### src/rtl/lag_estimator.sv
// lag_estimator: measures the latency of a delay line by capturing a
// 4-sample marker from the line input (ref_d) and searching for it in the
// line output (dly_d). Reports the lag in cycles, or an error on timeout.
//
// Ports:
//   clk, reset_n   clock, asynchronous active-low reset
//   start          request a measurement (sampled in IDLE or DONE only)
//   ref_d, dly_d   delay-line input / output taps
//   busy           high while capturing or searching
//   done           one-cycle pulse at the end of a measurement
//   locked, error  sticky result of the last measurement
//   lag            last measured lag (held until the next match)
//   match_count    successful-match counter (only with
//                  LAG_ESTIMATOR_MATCH_CNT_EN defined)
//
// Optional feature macro: LAG_ESTIMATOR_MATCH_CNT_EN
module lag_estimator #(
  parameter int unsigned DATA_WIDTH = 16,
  parameter int unsigned LAG_WIDTH  = 10
) (
  input  logic                  clk,
  input  logic                  reset_n,
  input  logic                  start,
  input  logic [DATA_WIDTH-1:0] ref_d,
  input  logic [DATA_WIDTH-1:0] dly_d,
  output logic                  busy,
  output logic                  done,
  output logic                  locked,
  output logic                  error,
  output logic [LAG_WIDTH-1:0]  lag
`ifdef LAG_ESTIMATOR_MATCH_CNT_EN
  ,
  output logic [15:0]           match_count
`endif
);

  // Counter k must reach MAX_LAG+3, hence one extra bit over the lag width.
  localparam int unsigned KW      = LAG_WIDTH + 1;
  localparam int unsigned MAX_LAG = (2 ** LAG_WIDTH) - 1;
  localparam logic [KW-1:0] K_LAST_CAP = KW'(2);
  localparam logic [KW-1:0] K_M3       = KW'(3);
  localparam logic [KW-1:0] K_TIMEOUT  = KW'(MAX_LAG + 3);

  typedef enum logic [1:0] {
    ST_IDLE    = 2'd0,
    ST_CAPTURE = 2'd1,
    ST_SEARCH  = 2'd2,
    ST_DONE    = 2'd3
  } state_t;

  state_t                state_q, state_d;
  logic [KW-1:0]         k_q;
  logic [DATA_WIDTH-1:0] marker_q [4];
  logic [DATA_WIDTH-1:0] win_q    [3];   // win_q[0] oldest, win_q[2] newest

  logic                  accept_c;
  logic                  running_c;
  logic [DATA_WIDTH-1:0] m3_c;
  logic                  match_c;
  logic                  timeout_c;

  // Start is only honoured when idle or holding a previous result.
  assign accept_c  = start && ((state_q == ST_IDLE) || (state_q == ST_DONE));
  assign running_c = (state_q == ST_CAPTURE) || (state_q == ST_SEARCH);

  // marker[3] is being captured at k=3, so it is taken from ref_d that edge.
  assign m3_c = (k_q == K_M3) ? ref_d : marker_q[3];

  // Current dly_d is the newest window entry, enabling a zero-lag match.
  assign match_c = (state_q == ST_SEARCH)
                && (win_q[0] == marker_q[0])
                && (win_q[1] == marker_q[1])
                && (win_q[2] == marker_q[2])
                && (dly_d    == m3_c);

  assign timeout_c = (state_q == ST_SEARCH) && !match_c && (k_q == K_TIMEOUT);

  // Next-state logic
  always_comb begin
    state_d = state_q;
    case (state_q)
      ST_IDLE:    if (accept_c) state_d = ST_CAPTURE;
      ST_CAPTURE: if (k_q == K_LAST_CAP) state_d = ST_SEARCH;
      ST_SEARCH:  if (match_c || timeout_c) state_d = ST_DONE;
      ST_DONE:    if (accept_c) state_d = ST_CAPTURE;
      default:    state_d = ST_IDLE;
    endcase
  end

  // State register
  always_ff @(posedge clk or negedge reset_n) begin
    if (!reset_n) state_q <= ST_IDLE;
    else          state_q <= state_d;
  end

  // Edge counter, marker capture and dly_d window
  always_ff @(posedge clk or negedge reset_n) begin
    if (!reset_n) begin
      k_q <= '0;
      for (int i = 0; i < 4; i++) marker_q[i] <= '0;
      for (int i = 0; i < 3; i++) win_q[i]    <= '0;
    end else begin
      if (accept_c) begin
        k_q         <= KW'(1);
        marker_q[0] <= ref_d;
      end else if (running_c) begin
        k_q <= k_q + KW'(1);
        if (k_q <= K_M3) marker_q[k_q[1:0]] <= ref_d;
      end
      if (accept_c || running_c) begin
        win_q[0] <= win_q[1];
        win_q[1] <= win_q[2];
        win_q[2] <= dly_d;
      end
    end
  end

  // Registered status outputs
  always_ff @(posedge clk or negedge reset_n) begin
    if (!reset_n) begin
      busy   <= 1'b0;
      done   <= 1'b0;
      locked <= 1'b0;
      error  <= 1'b0;
      lag    <= '0;
    end else begin
      busy <= (state_d == ST_CAPTURE) || (state_d == ST_SEARCH);
      done <= match_c || timeout_c;
      if (accept_c) begin
        locked <= 1'b0;
        error  <= 1'b0;
      end else begin
        if (match_c)   locked <= 1'b1;
        if (timeout_c) error  <= 1'b1;
      end
      if (match_c) lag <= LAG_WIDTH'(k_q - K_M3);
    end
  end

`ifdef LAG_ESTIMATOR_MATCH_CNT_EN
  // Saturating count of successful matches; survives start, cleared by reset.
  always_ff @(posedge clk or negedge reset_n) begin
    if (!reset_n)                            match_count <= '0;
    else if (match_c && (match_count != 16'hFFFF)) match_count <= match_count + 16'd1;
  end
`endif

endmodule
### config.mk
export PLATFORM = sky130hd
export DESIGN_NAME = lag_estimator
export DESIGN_NICKNAME = d
export VERILOG_FILES = /design/src/rtl/lag_estimator.sv
export SDC_FILE = /design/constraint.sdc
export NUM_CORES = 1
export LEC_CHECK = 0
export CAP_MARGIN = 15
export CORE_ASPECT_RATIO = 1.1
export CORE_MARGIN = 4
export CORE_UTILIZATION = 40
export CTS_CLUSTER_SIZE = 24
export DETAILED_ROUTE_END_ITERATION = 10
export DONT_BUFFER_PORTS = 1
export GPL_TIMING_DRIVEN = 0
export PLACE_DENSITY_LB_ADDON = 0.15
export SLEW_MARGIN = 20
export SYNTH_ARGS = -nofsm -noshare
export SYNTH_HDL_FRONTEND = slang
export SYNTH_SLANG_ARGS = --single-unit
### constraint.sdc
create_clock -name clk -period 7.55 [get_ports clk]
set_input_delay 1.51 -clock clk [delete_from_list [all_inputs] [get_ports clk]]
set_output_delay 1.51 -clock clk [all_outputs]
set_load 0.005 [all_outputs]
Word level (Yosys, flattened, before mapping)
Index checks and enable logic that the tools add are counted.

Word-level logic and storage cells: 72. Register bits: 139. Output and inout port bits: 14. Input bits: 35.

Eq/ne operators: 12. Multiplexer cells: 17. Magnitude comparators: 3. Reduce and logical (&&, ||, !) cells: 22. Add/subtract/negate cells: 2. Bitwise gates (word level): 2.

Operators with widths (number): $mux 64 (2); $bwmux 64 (1); $eq 16x16->1 (4); $mux 16 (3); $demux 16 s2 (1); $eq 11x2->1 const B (2); $mux 11 (2); $add 11x1->11 const B (1); $eq 11x11->1 const B (1); $le 11x2->1 const B (1); $sub 10x2->10 const B (1); $logic_and 1x1->1 (8); $reduce_bool 2->1 (4); $eq 2x2->1 const B (3); $mux 2 (3); $pmux 2 s3 (1); $logic_or 1x1->1 (5); $eq 2x1->1 const B (2); $mux 1 (4); $ge 3x3->1 const B (1); $lt 3x1->1 const B (1); $not 2->3 (1); $reduce_and 3->1 (1); $logic_not 2->1 (1); 4 further kinds (4).

Depth between registers and ports, before layout
Depth in word-level cells: 13. Gate-level depth with buffers: 11. Gate-level depth less buffers: 8.

Worst setup path after synthesis
OpenSTA, ideal clock, no wires.

Path type: input port to flip-flop. Start: input ref_d[2]. End: register lag[1]. Required time: 7.425 ns. Buffers on the path: 1. Stages on the path: 8. Arrival: 3.264 ns. Slack: 4.161 ns. Setup time: 0.125 ns. Cells stage by stage: nor2b_1 > o31ai_1 > o21ai_1 > or4_1 > nor3_2 > nand3_2 > buf_6 > mux2_4.

Cells in the longest elaborated chain, start to end: 3.

Ends and longest elaborated chain: start, declared (line 24) `input logic [DATA_WIDTH-1:0] ref_d,`; $mux 16 (line 67) `assign m3_c = (k_q == K_M3) ? ref_d : marker_q[3];`; $eq 16x16->1 (line 74) `&& (dly_d == m3_c);`; $logic_and 1x1->1 (line 74); end signal, assigned (line 136) `if (match_c) lag <= LAG_WIDTH'(k_q - K_M3);`; end, declared (line 30) `output logic [LAG_WIDTH-1:0] lag`.

Every way passes these cells. A chain may end at the register's enable or synchronous reset.

Final worst setup path
Start: register k_q[1]. End: register marker_q[27] in the netlist's numbering.

Cells in the longest elaborated chain, start to end: 6. Elaborated cells on any way between the ends: 9. Classes of those cells: order compare (3); mux (3); bitwise (1); reduce/logical (2).

Ends and longest elaborated chain: start, declared (line 52) `logic [KW-1:0] k_q;`; start signal, assigned (line 107) `k_q <= k_q + KW'(1);`; $not 2->3 (implied by the code) (line 108) `if (k_q <= K_M3) marker_q[k_q[1:0]] <= ref_d;`; $ge 3x3->1 (implied by the code) or $lt 3x1->1 (tied branches) (line 108); $logic_and 1x1->1 (implied by the code) (line 108); $mux 16 (implied by the code) (line 108); $demux 16 s2 (line 108); $bwmux 64 (line 108); end signal, assigned by index (line 108); end, declared (line 53) `logic [DATA_WIDTH-1:0] marker_q [4];`.

Parallel ways exist; a longest one is shown, timed or not.

==> results.json <==
{
  "synth-seq-cells": 139,
  "cts_max_path_buffers": 2,
  "critPathRequiredTime_ns": 7.85,
  "tritoncts": "built",
  "p_sw_mw": 1.408,
  "seq_power_share_pct": 35.6,
  "grt_start_max_net_pins": 140,
  "vias_per_cell": 5.612,
  "tightestPinTransition_ns": 0.9830,
  "hold_path.class": "reg2reg",
  "worst-path-stages": 9,
  "synth_cell_type_count": 65,
  "r2r_cells": 9,
  "drt_first_pass_iters": 5,
  "clock_sinks": 139,
  "post-route-util_pct": 46.41,
  "path_buf_inv": 3,
  "pin_count": 49,
  "overflow": 0,
  "die_w_microns": 135.2,
  "pwr-share-comb_pct": 41.5,
  "syn-instance-count": 600,
  "cts_buffers": 17,
  "cp-start-kind": "register",
  "placement_rows": 50,
  "cp_cell_sequence": "ha_1 > buf_2 > nor3b_1 > clkbuf_1 > nand2_1 > a211oi_1 > nand2_1 > clkbuf_1 > mux2_2",
  "h-tree-depth": 4,
  "final_cell_mix": "dfrtp_1 (139), mux2_2 (108), xor2_1 (36)",
  "io_buffers": 0,
  "grt_pass1_wl_microns": 29460,
  "cts_setup_buffers": 0,
  "drc": 0,
  "antenna_found_initial": 0,
  "die_y_microns": 147.9,
  "grtUsageTotal_pct": 19.77,
  "cpPeakStageDelay_ns": 0.57,
  "wl_per_cell_microns": 21.71,
  "dp_hpwl_microns": 13760,
  "cap_violations": 0,
  "end_kind": "register",
  "clkPwrFrac_pct": 22.9,
  "cts_resized": 0,
  "timing.final.crit_share_pct": 51.03,
  "synth_nets": 641,
  "cts_root_buf": "clkbuf_16",
  "fin_crit_ns": 3.853,
  "synth_edf_count": 0,
  "max_freq_mhz": 259.6,
  "crit_arrival_ns": 4.16,
  "slew_headroom_pct": 34.47,
  "yosysSeqAreaShare_pct": 48.87,
  "grt_pass1_vias": 5040,
  "maxSlewViolCount": 0,
  "syn_avg_cell_area_sq_um": 11.86,
  "power.total_mw": 3.726,
  "drt_iter0_drc": 372,
  "insertion_delay_ns": 0.43,
  "gp_congestion": 0.8919,
  "final_common_cell": "dfrtp_1",
  "whs_path_depth": 1,
  "drive_gt1_share_pct": 26.90,
  "finalHoldViolCount": 0,
  "n_antenna_cell": 0,
  "syn_area_sq_um": 7117,
  "initial_core_util_pct": 41.22,
  "swShare_pct": 37.78,
  "antenna_left": 0,
  "core_area_sq_um": 17270,
  "routed_wl_microns": 18800,
  "rsz0062_at_grt": "no",
  "dieArea_sq_um": 19990,
  "nets": 660,
  "ys_async_sr_fraction_pct": 100.0,
  "path_max_fanout": 10,
  "powerDensity_nw_per_um2": 465.0,
  "fin_setup_tns_ns": 0,
  "crit_slowest_cell": "a211oi_1",
  "worst_ir_drop_vdd_uv": 224.0,
  "skew_ns": 0.01104,
  "setup_violations": 0,
  "area_delta_synth_final_pct": 12.61,
  "p_leak_nw": 3.349,
  "status": "complete, no violations",
  "cp_top_family": "buffers and inverters",
  "yosys_warnings": 0,
  "p_int_mw": 2.318,
  "synth_ff_type": "dfrtp_1",
  "hold_buffers": 0,
  "vias": 4860,
  "path_clk_slew_ns": 0.06,
  "crit_type": "reg2reg"
}
per-stage QoR:
stage          area (sq um)  instances  hold WS (ns)  worst slack [ns]
6_report               8014        866        0.5089             3.697
3_3_place_gp           7410        834        0.4876             3.696
3_5_place_dp           7413        834        0.4929             3.779
2_1_floorplan          7117        600        0.4628             4.161
5_1_grt                8014        866        0.5343             3.476
4_1_cts                8014        866        0.5118             3.730
worst register-to-register path: cells and delay by family (launching register included):
family	cells	cell delay [ns]
and+or+nand+nor	3	1.08
buffers and inverters	3	1.07
AOI/OAI and AO/OA	1	0.57
DFF	1	0.45
muxes	1	0.38
adders and majority gates	1	0.18
layout make-up:
type / instances / area (sq um)
Tap cell: 234 / 292.8
Fill cell: 1614 / 9253
Buffer: 27 / 132.6
Sequential cell: 139 / 3478
Clock buffer: 18 / 429.2
Clock inverter: 14 / 171.4
Multi-Input combinational cell: 411 / 3423
Inverter: 23 / 86.33
synth_stat cells (6+ instances only):
library cell    n  area share, %
mux2_2        108             17
nand2b_1       10           0.88
mux2i_1         9            1.3
nor4_1          8           0.70
or4_1           6           0.63
nand2_1        28            1.5
xor2_1         36            4.4
a21oi_1         9           0.63
nand3_1        12           0.84
nor2b_1        10           0.88
inv_1          23            1.2
o31ai_1         7           0.74
o2111ai_1       6           0.74
dfrtp_1       139             49
xnor2_1        24            3.0
nor2_1         14           0.74
nor3_1          8           0.56
ha_1            6            1.1
clkbuf_1       17           0.90
a31oi_1         6           0.53
nand4_1        16            1.4
mux2_4          8            1.7
o21ai_0        21            1.5
metal layers:
layer / part of all wire, % / routed length, microns / GRT usage, % / up-vias
li1: - / - / - / 2222
met3: 6.7 / 1263 / 6.535 / 25
met5: 0 / 0 / 0 / -
met4: 2.1 / 389 / 7.157 / 0
met1: 43 / 8092 / 25.11 / 2456
met2: 48 / 9051 / 31.55 / 157
cell families after synthesis:
logic type / count (synthesis) / synth area share, %
compound gates: 74 / 7.138
xor+xnor: 60 / 7.384
fa+ha+maj: 6 / 1.055
buf+inv: 50 / 3.077
flops: 139 / 48.87
mux: 125 / 20.04
simple gates: 146 / 12.43
power by group through the flow:
stage                     registers, mW  clock network [mW]  logic, mW
after floorplan                    1.26                   0       1.14
after global placement             1.32                   0       1.52
after detailed placement           1.33                   0       1.55
after CTS                          1.32               0.867       1.56
after global routing               1.36               0.897       1.68
final                              1.33               0.854       1.55
sequential cells by signal (all words and copies together), names as in the netlist:
signal    count
state_q       2
win_q        48
locked        1
error         1
k_q          11
marker_q     64
lag          10
done          1
busy          1
worst paths after layout:
kind,startpoint,end,slack [ns]
worst max-delay path,k_q[1],marker_q[27],3.70
worst min-delay path,marker_q[15],marker_q[15],0.51
worst max register to register,k_q[1],marker_q[27],3.70
worst min register to register,marker_q[15],marker_q[15],0.51
max in group asynchronous,reset_n,k_q[9],6.53
min in group asynchronous,reset_n,marker_q[17],0.77
No activity file was read; power rests on OpenSTA's default activity.
